<file path="src/rtl/rr_arbiter.sv">
// rtl/rr_arbiter.sv - registered round-robin arbiter with valid/ready grant handshake
// Optional feature: define RR_ARB_LOCK_EN to add the lock port (winner re-granted while it keeps requesting).
module rr_arbiter #(
  parameter int NUM_REQ = 8,
  parameter int IDX_W   = $clog2(NUM_REQ)
) (
  input  logic               clk,
  input  logic               rst_n,
  input  logic [NUM_REQ-1:0] req,
  input  logic               grant_ready,
`ifdef RR_ARB_LOCK_EN
  input  logic               lock,
`endif
  output logic               grant_valid,
  output logic [IDX_W-1:0]   grant_idx,
  output logic [NUM_REQ-1:0] grant
);

  logic [IDX_W-1:0] ptr_q, ptr_d;
  logic             grant_valid_q, grant_valid_d;
  logic [IDX_W-1:0] grant_idx_q, grant_idx_d;

  logic             xfer;
  logic             slot_free;
  logic             lock_hold;
  logic [IDX_W-1:0] eptr;
  logic [IDX_W-1:0] winner;

  assign xfer      = grant_valid_q && grant_ready;
  assign slot_free = !grant_valid_q || grant_ready;

`ifdef RR_ARB_LOCK_EN
  assign lock_hold = xfer && lock && req[grant_idx_q];
`else
  assign lock_hold = 1'b0;
`endif

  // Explicit wrap so non-power-of-two NUM_REQ rolls over at NUM_REQ-1.
  always_comb begin
    eptr = ptr_q;
    if (xfer) begin
      if (grant_idx_q == IDX_W'(NUM_REQ - 1)) eptr = '0;
      else                                    eptr = grant_idx_q + 1'b1;
    end
  end

  // Scan from the far end back toward eptr so the nearest requester wins.
  always_comb begin
    int               s;
    logic [IDX_W-1:0] cand;
    winner = eptr;
    s      = 0;
    cand   = '0;
    for (int k = NUM_REQ - 1; k >= 0; k--) begin
      s = int'(eptr) + k;
      if (s >= NUM_REQ) s = s - NUM_REQ;
      cand = IDX_W'(s);
      if (req[cand]) winner = cand;
    end
    if (lock_hold) winner = grant_idx_q;
  end

  always_comb begin
    grant_valid_d = grant_valid_q;
    grant_idx_d   = grant_idx_q;
    ptr_d         = ptr_q;
    if (slot_free) begin
      if (|req) begin
        grant_valid_d = 1'b1;
        grant_idx_d   = winner;
      end else begin
        grant_valid_d = 1'b0;
      end
    end
    if (xfer && !lock_hold) ptr_d = eptr;
  end

  always_ff @(posedge clk or negedge rst_n) begin
    if (!rst_n) begin
      ptr_q         <= '0;
      grant_valid_q <= 1'b0;
      grant_idx_q   <= '0;
    end else begin
      ptr_q         <= ptr_d;
      grant_valid_q <= grant_valid_d;
      grant_idx_q   <= grant_idx_d;
    end
  end

  always_comb begin
    grant = '0;
    for (int i = 0; i < NUM_REQ; i++) begin
      grant[i] = grant_valid_q && (grant_idx_q == IDX_W'(i));
    end
  end

  assign grant_valid = grant_valid_q;
  assign grant_idx   = grant_idx_q;

endmodule

</file>
<file path="config.mk">
export PLATFORM = sky130hd
export DESIGN_NAME = rr_arbiter
export DESIGN_NICKNAME = d
export VERILOG_FILES = /design/src/rtl/rr_arbiter.sv
export SDC_FILE = /design/constraint.sdc
export NUM_CORES = 1
export LEC_CHECK = 0
export BUFFER_PORTS_ARGS = -buffer_cell sky130_fd_sc_hd__buf_2
export CORE_ASPECT_RATIO = 0.8
export CORE_UTILIZATION = 25
export CTS_CLUSTER_DIAMETER = 30
export DETAILED_ROUTE_END_ITERATION = 8
export PLACE_DENSITY = 0.48
export SLEW_MARGIN = 10
export SYNTH_ARGS = -nofsm -noshare
export SYNTH_HDL_FRONTEND = slang
export SYNTH_SLANG_ARGS = --single-unit
</file>
<file path="constraint.sdc">
create_clock -name clk -period 3.5 [get_ports clk]
set_input_delay 0.7 -clock clk [delete_from_list [all_inputs] [get_ports clk]]
set_output_delay 0.7 -clock clk [all_outputs]
set_load 0.02 [all_outputs]
</file>
==> flow_metrics.tcl <==
set metrics [dict create \
    status "completed" \
    wl_per_cell_um 16.5 \
    hold_class "primary input to async pin" \
    p_leak_nw 0.760 \
    hold_viol 0 \
    holdWs_ps 308 \
    critPathRequiredTime_ps 3600 \
    netlist_area_mm2 0.00143 \
    finalNetCount 238 \
    place_area_mm2 0.00171 \
    period_share_pct 95.5 \
    maxCapViolations 0 \
    path_clk_slew_ps 40 \
    grt_max_degree 19 \
    cts_sinks 7 \
    grt_use_total_pct 17.1 \
    viasPerCell 5.71 \
    cp_data_arrival_time_ps 3440 \
    postSynthAreaPerCell_um2 7.62 \
    core_mm2 0.00550 \
    place.port_buffers 22 \
    p_sw_mw 1.13 \
    critPathKind "flop to flop" \
    p_int_uw 968 \
    pin_count 23 \
    switching_share_pct 53.9 \
    crit_path_start "grant_idx[0]$_DFFE_PN0P_" \
    drc 0 \
    fillerInstances 593 \
    synth_nets 207 \
    antenna_found_initial 0 \
    cts_resized 0 \
    routed_wl_mm 4.88 \
    finish.utilization_pct 32.8 \
    synth-seq-cells 7 \
    cts_setup_buffers 0 \
    ant_nets 0 \
    seq_power_share_pct 7.1 \
    drt_iter0_drc 160 \
    power_frac_comb_pct 87.5 \
    grt_pass1_wl_mm 8.04 \
    start_kind "flop" \
    worstMarginPinSlew_ps 602 \
    clock_path_buffers 2 \
    cts_tree "built" \
    seq_area_frac_synth_pct 12.2 \
    reg2reg_from "grant_idx[0]$_DFFE_PN0P_" \
    n_antenna_cell 0 \
    final_area_mm2 0.00180 \
    peakVddDrop_mv 0.250 \
    gp_congestion 0.844 \
    finalSetupViolations 0 \
    rsz0062_at_grt "false" \
    chipWidth_um 86.6 \
    cp_max_fo 6 \
    clock_latency_ps 230 \
    max-slew-margin-rel_pct 59.6 \
    async_flop_share_pct 100 \
    synthFlopType "dfrtp_1" \
    die_area_mm2 0.00604 \
    hpwl_mm 3.80 \
    start_util_pct 26.1 \
    ys_warn_count 0 \
    multiInputGateArea_mm2 0.00125 \
    numCtsBuffers 3 \
    fin_skew_ps 0.683 \
    pwr_density_cell_mw_per_mm2 1170 \
    dr.pass1.iters 6 \
    overflow 0 \
    grt_pass1_vias 1545 \
    r2r_slack_ps 160 \
    final_common_cell "buf_2" \
    vias 1690 \
    htreeDepth 1 \
    final_cell_mix "buf_2 (22), o21ai_0 (15), nand2_1 (14), nand3_1 (14), buf_4 (12)" \
    synth_cells 188 \
    rows 24 \
    seqCellArea_um2 178 \
    final.min_clock_period_ps 3340 \
    die_h_um 69.7 \
    area_delta_synth_final_pct 25.7 \
    ys_types 54 \
    root_buffer "clkbuf_8" \
    drive_above_1_share_pct 27.5 \
    fmax_mhz 299 \
    synth_edf_count 0 \
    slew_violations 0 \
    power_mw 2.10 \
    fin_tns_setup_ps 0 \
    cp-end-kind "flop" \
    clockPowerShare_pct 5.4 \
    cts-hold-fix-buffers 0 \
]
cells in the mapped netlist (3+ instances only):
| library cell | number | area share [%] |
|---|---|---|
| mux4_2 | 3 | 4.7 |
| mux2_2 | 6 | 4.7 |
| inv_1 | 7 | 1.8 |
| ha_1 | 8 | 7.0 |
| clkbuf_1 | 5 | 1.3 |
| or4_1 | 3 | 1.6 |
| mux2i_1 | 10 | 7.0 |
| xnor2_1 | 3 | 1.8 |
| nor2_1 | 6 | 1.6 |
| nand2_1 | 14 | 3.7 |
| and2_1 | 10 | 4.4 |
| nand3_1 | 14 | 4.9 |
| nor3_1 | 4 | 1.4 |
| and3_1 | 5 | 2.2 |
| a211oi_1 | 7 | 3.7 |
| o21ai_0 | 15 | 5.2 |
| nand4_1 | 9 | 3.9 |
| dfrtp_1 | 7 | 12 |
| a21oi_1 | 6 | 2.1 |
power by group through the flow:
stage | registers (mW) | clock network [mW] | logic (mW)
finish | 0.150 | 0.114 | 1.84
global route | 0.158 | 0.121 | 2.01
CTS | 0.151 | 0.115 | 1.72
detailed placement | 0.152 | 0 | 1.71
global placement | 0.151 | 0 | 1.74
floorplan | 0.167 | 0 | 1.24
state kept, by name, indices dropped and copies added, names as in the netlist:
signal,cells
grant_idx,3
grant_valid,1
ptr_q,3
cell families after synthesis:
family / synth area share (%)
AND/OR/NAND/NOR: 29.7
adder cells (fa/ha/maj): 6.99
XOR/XNOR: 1.83
buffers and inverters: 4.63
multiplexers: 16.4
AO/OA/AOI/OAI: 28.2
flip-flops: 12.2
path summary, 6_finish.rpt:
kind	endpoint	cells after the start
max	grant_idx[1]$_DFFE_PN0P_	11
min reg2reg	grant_idx[0]$_DFFE_PN0P_	2
max reg2reg	grant_idx[1]$_DFFE_PN0P_	11
min	ptr_q[0]$_DFFE_PN0N_	1
max in group asynchronous	grant_idx[0]$_DFFE_PN0P_	1
min in group clk	grant_idx[0]$_DFFE_PN0P_	2
through the flow:
step | cells | setup slack (ps)
2_1_floorplan | 188 | 1.40
3_3_place_gp | 292 | 84.3
3_5_place_dp | 292 | 112
4_1_cts | 296 | 112
5_1_grt | 296 | 17.6
6_report | 296 | 157
routing by layer:
layer	wire length [um]	part of all wire, %	vias to the layer above	GRT usage (%)
li1	-	-	798	-
met3	314	6.4	10	3.10
met2	2140	44	81	24.9
met4	77	1.6	0	4.07
met1	2340	48	801	25.8
met5	0	0	-	0
cell type report:
type	count	area share, %
tap	78	5.42
clock buffer	4	2.50
multi-input combinational	164	69.2
timing repair buffer	34	11.1
inverter	9	1.88
sequential	7	9.87
worst max-delay path, cell delays in order, from the launching register on:
cell      delay, ps
dfrtp_2         430
ha_1            230
ha_1            220
and4bb_1        330
nor2_4           80
ha_1            400
mux4_2          380
mux2_2          320
a221o_1         350
o221a_1         200
a211oi_1        180
o21ai_1          90
(Power assumes the default switching activity.)
